## config.mk

```make
export PLATFORM = sky130hd
export DESIGN_NAME = mem_rd_arbiter
export DESIGN_NICKNAME = d
export VERILOG_FILES = /design/src/rtl/mem_rd_arbiter.sv
export SDC_FILE = /design/constraint.sdc
export NUM_CORES = 1
export LEC_CHECK = 0
export CORE_MARGIN = 8
export CORE_UTILIZATION = 52
export DETAILED_ROUTE_END_ITERATION = 16
export PLACE_DENSITY = 0.8
export SETUP_SLACK_MARGIN = 0.3
export SLEW_MARGIN = 20
export SYNTH_ARGS = -nofsm -noshare
export SYNTH_HDL_FRONTEND = slang
export SYNTH_SLANG_ARGS = --single-unit
```

## constraint.sdc

```tcl
create_clock -name clk -period 3.8 [get_ports clk]
set_input_delay 0.76 -clock clk [delete_from_list [all_inputs] [get_ports clk]]
set_output_delay 0.76 -clock clk [all_outputs]
set_load 0.1 [all_outputs]
```

## src/rtl/mem_rd_arbiter.sv

```systemverilog
// Round-robin arbiter sharing one memory read cycle among NREQ requesters.
// One-hot FSM with every output taken straight from a flop.
module mem_rd_arbiter #(
    parameter int NREQ   = 2,
    parameter int WS_MAX = 4
) (
    input  logic            clk,
    input  logic            reset_n,
    input  logic [NREQ-1:0] req,
    input  logic            ws,
    output logic [NREQ-1:0] gnt,
    output logic            rd,
    output logic            ds,
    output logic [NREQ-1:0] done,
    output logic            timeout,
    output logic            busy
);

    localparam int IW = (NREQ > 1) ? $clog2(NREQ) : 1;
    localparam int CW = $clog2(WS_MAX + 1);

    typedef enum logic [3:0] {
        IDLE = 4'b0001,
        READ = 4'b0010,
        DLY  = 4'b0100,
        DONE = 4'b1000
    } state_t;

    state_t          state_q, state_d;
    logic [NREQ-1:0] gnt_q, gnt_d;
    logic [NREQ-1:0] done_q, done_d;
    logic            rd_q, rd_d;
    logic            ds_q, ds_d;
    logic            timeout_q, timeout_d;
    logic            busy_q, busy_d;
    logic [IW-1:0]   owner_q, owner_d;
    logic [IW-1:0]   last_owner_q, last_owner_d;
    logic [CW-1:0]   wait_cnt_q, wait_cnt_d;

    logic [IW-1:0]   cand_idx;
    logic [IW-1:0]   win_idx;
    logic            win_vld;
    logic [NREQ-1:0] win_oh;

    // Search starts one past the previous owner so a winner yields to everyone else.
    always_comb begin
        win_idx  = '0;
        win_vld  = 1'b0;
        cand_idx = '0;
        for (int i = 0; i < NREQ; i++) begin
            cand_idx = IW'((int'(last_owner_q) + 1 + i) % NREQ);
            if (!win_vld && req[cand_idx]) begin
                win_idx = cand_idx;
                win_vld = 1'b1;
            end
        end
    end

    generate
        for (genvar gi = 0; gi < NREQ; gi++) begin : g_win_oh
            assign win_oh[gi] = win_vld && (win_idx == IW'(gi));
        end
    endgenerate

    always_comb begin
        state_d      = state_q;
        gnt_d        = gnt_q;
        owner_d      = owner_q;
        last_owner_d = last_owner_q;
        wait_cnt_d   = wait_cnt_q;
        timeout_d    = 1'b0;
        case (state_q)
            IDLE: begin
                gnt_d = '0;
                if (win_vld) begin
                    state_d    = READ;
                    gnt_d      = win_oh;
                    owner_d    = win_idx;
                    wait_cnt_d = '0;
                end
            end
            READ: state_d = DLY;
            DLY: begin
                if (ws) begin
                    if (wait_cnt_q < CW'(WS_MAX)) begin
                        state_d    = READ;
                        wait_cnt_d = wait_cnt_q + CW'(1);
                    end else begin
                        state_d   = DONE;
                        timeout_d = 1'b1;
                    end
                end else begin
                    state_d = DONE;
                end
            end
            DONE: begin
                state_d      = IDLE;
                gnt_d        = '0;
                last_owner_d = owner_q;
            end
            default: begin
                state_d = IDLE;
                gnt_d   = '0;
            end
        endcase
        // Outputs are decoded from the next state and registered alongside it.
        rd_d   = (state_d == READ) || (state_d == DLY);
        ds_d   = (state_d == DONE);
        done_d = ds_d ? gnt_d : '0;
        busy_d = (state_d != IDLE);
    end

    always_ff @(posedge clk or negedge reset_n) begin
        if (!reset_n) begin
            state_q      <= IDLE;
            gnt_q        <= '0;
            done_q       <= '0;
            rd_q         <= 1'b0;
            ds_q         <= 1'b0;
            timeout_q    <= 1'b0;
            busy_q       <= 1'b0;
            owner_q      <= '0;
            last_owner_q <= IW'(NREQ - 1);
            wait_cnt_q   <= '0;
        end else begin
            state_q      <= state_d;
            gnt_q        <= gnt_d;
            done_q       <= done_d;
            rd_q         <= rd_d;
            ds_q         <= ds_d;
            timeout_q    <= timeout_d;
            busy_q       <= busy_d;
            owner_q      <= owner_d;
            last_owner_q <= last_owner_d;
            wait_cnt_q   <= wait_cnt_d;
        end
    end

    assign gnt     = gnt_q;
    assign done    = done_q;
    assign rd      = rd_q;
    assign ds      = ds_q;
    assign timeout = timeout_q;
    assign busy    = busy_q;

endmodule

```

Word level (Yosys, flattened, before mapping). Cells that the tools add are included.

Add/sub/neg operators: 3. $lt $le $gt $ge: 3. Equality and inequality tests: 11. Muxes and demuxes: 22. Bitwise gates (word level): 1. Reductions and logical operators: 9.

Operators by type and width (count): $mux W4 (3); $pmux W4 S3 (1); $mux W1 (11); $mux W3 (3); $eq A4 B2 Y1 const B (2); $eq A4 B3 Y1 const B (2); $eq A4 B4 Y1 const B (2); $ne A2 B2 Y1 const B (3); $pmux W3 S2 (1); $eq A4 B1 Y1 const B (1); $lt A1 B2 Y1 const B (2); $mux W2 (2); $ne A4 B1 Y1 const B (1); $pmux W2 S2 (1); $reduce_and A4 Y1 (1); $add A3 B1 Y3 const B (1); $logic_and A1 B1 Y1 (3); $lt A3 B3 Y1 const B (1); $add A1 B1 Y1 const B (2); $reduce_and A2 Y1 (1); $reduce_bool A2 Y1 (1); $reduce_or A2 Y1 (1); $logic_not A1 Y1 (1); $logic_or A1 B1 Y1 (1); $not A1 Y1 (1).

Bits in registers: 17. Input port bits: 5. Output and inout port bits: 8. Word-level logic and storage cells: 59.

Logic depth before layout (Yosys ltp).
Depth in word-level cells: 12. Mapped depth: 3. Depth with buffers taken out: 3.

Worst setup path before layout. OpenSTA, ideal clock, no wires.

Path type: register to output. From: register gnt_q[1] (netlist: gnt[1]). To: output gnt[1]. Arrival time: 0.898 ns. Required time: 3.040 ns. Slack: 2.142 ns. Stages on the path, launching flop included: 1. Buffers on the path: 0. Cell sequence: dfrtp_1.

RTL lines: start: declaration (line 30) `logic [NREQ-1:0] gnt_q, gnt_d;`; start signal: assignment (line 127) `gnt_q <= gnt_d;`; end: declaration (line 11) `output logic [NREQ-1:0] gnt,`.

No word-level cell between the ends.

Worst setup path after layout.
From: register gnt_q[1] (netlist: gnt[1]). To: output gnt[1].

No word-level cell between the ends.

==> impl_metrics.yaml <==
critical_path:
  reg2reg_slack_ps: 2290
  required_ps: 3040
  path_delay_family: "buffers and inverters"
  crit_type: "flop to output pin"
  r2r_start: "state_q[1]$_DFF_PN0_"
  startpoint_type: "flop"
  cp-end-kind: "output pin"
  crit_buf_inv: 1
  critical-path-max-stage-delay_ps: 1160
  reg2reg_depth: 3
  cp_max_fo: 2
  path_cells: "clkdlybuf4s50_1"
  r2r_end: "wait_cnt_q[1]$_DFFE_PN0P_"
  arrival_ps: 1820
  slowest_stage: "clkdlybuf4s50_1"
routing:
  routed-via-count: 451
  wirelength_um: 1361
  vias_per_cell: 5.638
  drc: 0
  ant_nets: 0
  drtPass1Iterations: 4
  detail_route.wl_per_cell_um: 17.01
  drt_iter0_drc: 8
floorplan:
  dieArea_um2: 2778
  dieWidth_um: 52.71
  die_h_um: 52.71
  core_um2: 1285
  pin_count: 13
  initial_core_util: 0.5453
  fp-row-count: 13
synth:
  syn_inst: 49
  yosysUniqueCellTypes: 24
  synth.avg_cell_area_um2: 14.30
  yosysSeqAreaShare: 0.6107
  synth_area_um2: 700.7
  synth-seq-cells: 17
  synth_nets: 55
  ys_warn_count: 0
run_status:
  status: "complete, no violations"
clock_network:
  clockRootBuffer: "clkbuf_4"
  cts.clk_slew.worst_paths_ps: 100
  insertion_delay_ps: 280
  cts_tree: "done"
  cts.sinks: 17
  hold_buffers: 0
  htree_levels: 1
  cts_buffers: 3
  cts_resized: 0
  clock_path_buffers: 2
  cts_setup_buffers: 0
sta:
  drv_slew: 0
  fmax_ghz: 0.3870
  hold_viol: 0
  setup_viol: 0
  rsz0062_at_grt: "false"
  finalSetupTns_ps: 0
  timing.final.crit_share: 0.6799
  finalClockSkew_ps: 8.205
  post-route-min-period_ps: 2584
  holdWs_ps: 508.7
  worst_pin_slew_ps: 1010
  slew_headroom: 0.3249
worst_hold_path:
  min_path_cells: 1
  min_from: "wait_cnt_q[1]$_DFFE_PN0P_"
  hp-class: "flop to flop"
  hold-path-endpoint: "wait_cnt_q[1]$_DFFE_PN0P_"
layout:
  drive_above_1_share: 0.1846
  final.fill_count: 96
  area_delta_synth_final_pct: 23.57
  final_nets: 72
  n_antenna_cell: 0
placed_design:
  place.gp.congestion: 0.7597
  place_hpwl_um: 1007
  port_buffers: 12
global_route:
  overflow: 0
  grt_antenna_before_repair: 0
  grt_use_total: 0.1071
  grt_pass1_wl_um: 2201
  grt_pass1_vias: 455
  grt_max_degree: 18
power:
  power_density_nw_per_um2: 834.1
  ir_drop_mv: 0.4041
  p_leak_nw: 0.4003
flow_run:
  cap_violations: 0
synth_stat cells:
master / n / share of area
xor2_1: 1 / 0.013
or2_2: 1 / 0.0089
nand3b_1: 2 / 0.021
a21bo_2: 1 / 0.014
nor4b_4: 2 / 0.068
a22o_1: 1 / 0.013
a21boi_0: 1 / 0.011
and2_1: 2 / 0.018
or2b_1: 1 / 0.011
mux2_2: 1 / 0.016
dfrtp_1: 15 / 0.54
inv_1: 1 / 0.0054
a21boi_2: 1 / 0.016
a22oi_2: 1 / 0.018
and3_1: 1 / 0.0089
and2b_1: 1 / 0.011
nand2_1: 4 / 0.021
ha_1: 1 / 0.018
nor2b_1: 2 / 0.018
dfstp_2: 2 / 0.075
a32o_1: 3 / 0.043
nor4b_1: 2 / 0.025
nand3_1: 1 / 0.0071
nor2_1: 1 / 0.0054
registers in the layout (all words and copies together), names as in the netlist:
signal and count:
done 2, rd 1, last_owner_q 1, gnt 2, wait_cnt_q 3, state_q 4, busy 1, timeout 1
ds 1, owner_q 1
worst max path at each step:
stage                           from  endpoint  depth (start not counted)
global placement    gnt[1]$_DFF_PN0_    gnt[1]                          1
global route        gnt[1]$_DFF_PN0_    gnt[1]                          1
finish              gnt[1]$_DFF_PN0_    gnt[1]                          1
floorplan           gnt[1]$_DFF_PN0_    gnt[1]                          0
detailed placement  gnt[1]$_DFF_PN0_    gnt[1]                          1
CTS                 gnt[1]$_DFF_PN0_    gnt[1]                          1
worst register-to-register path: cells and delay by family, from the launching register on:
family / cells / cell delay [ps]
AO/OA/AOI/OAI: 2 / 430
flip-flops: 1 / 490
AND/OR/NAND/NOR: 1 / 480
through the flow:
step	total power, mW	instance area [um2]	setup WS (ps)	instances	util
floorplan	0.5432	700.7	2142	49	-
global placement	0.6188	839.6	1586	76	0.6534
detailed placement	0.6311	839.6	1552	76	0.6534
CTS	0.7283	865.8	1220	80	0.6738
global route	0.7593	865.8	1184	80	0.6738
finish	0.7222	865.8	1216	80	0.6738
cells in the final DEF, fill, tap and decap left out, drive strengths merged:
cell	instances
and3	1
clkdlybuf4s50	12
mux2	1
xor2	1
or2b	1
nor4b	4
inv	1
a21bo	1
ha	1
nand2	4
clkbuf	4
or2	1
a22o	1
and2b	1
a22oi	1
dfrtp	15
a21boi	2
nand3b	2
and2	2
nand3	1
a32o	3
dfstp	2
nor2	1
nor2b	2
final cells by class:
cell class                      count  area (um2)  share of cell area
Clock buffer                        4       26.28             0.03035
Inverter                            1       3.754            0.004335
Multi-Input combinational cell     31       269.0              0.3107
Sequential cell                    17       427.9              0.4942
Tap cell                           15       18.77             0.02168
Timing Repair Buffer               12       120.1              0.1387
routing by layer:
layer,vias to the layer above,part of all wire,global-route usage
met5,-,0,0
met1,227,0.39,0.1171
li1,211,-,-
met4,0,0,0.03879
met3,0,0.049,0.01705
met2,13,0.56,0.1996
report_power, final:
group          total [mW]  switching [mW]  internal (mW)
sequential          0.286          0.0479          0.238
clock              0.0929          0.0522         0.0407
combinational       0.343           0.239          0.105
total               0.722           0.339          0.383
cells by family after synthesis:
kind of cell / after synthesis / share of synthesized area
adder cells (fa/ha/maj): 1 / 0.01785
buffers and inverters: 1 / 0.005352
AO/OA/AOI/OAI: 8 / 0.1143
AND/OR/NAND/NOR: 20 / 0.2232
flip-flops: 17 / 0.6107
multiplexers: 1 / 0.01607
XOR/XNOR: 1 / 0.01250
Note: power is estimated with default switching activity, not from simulation.
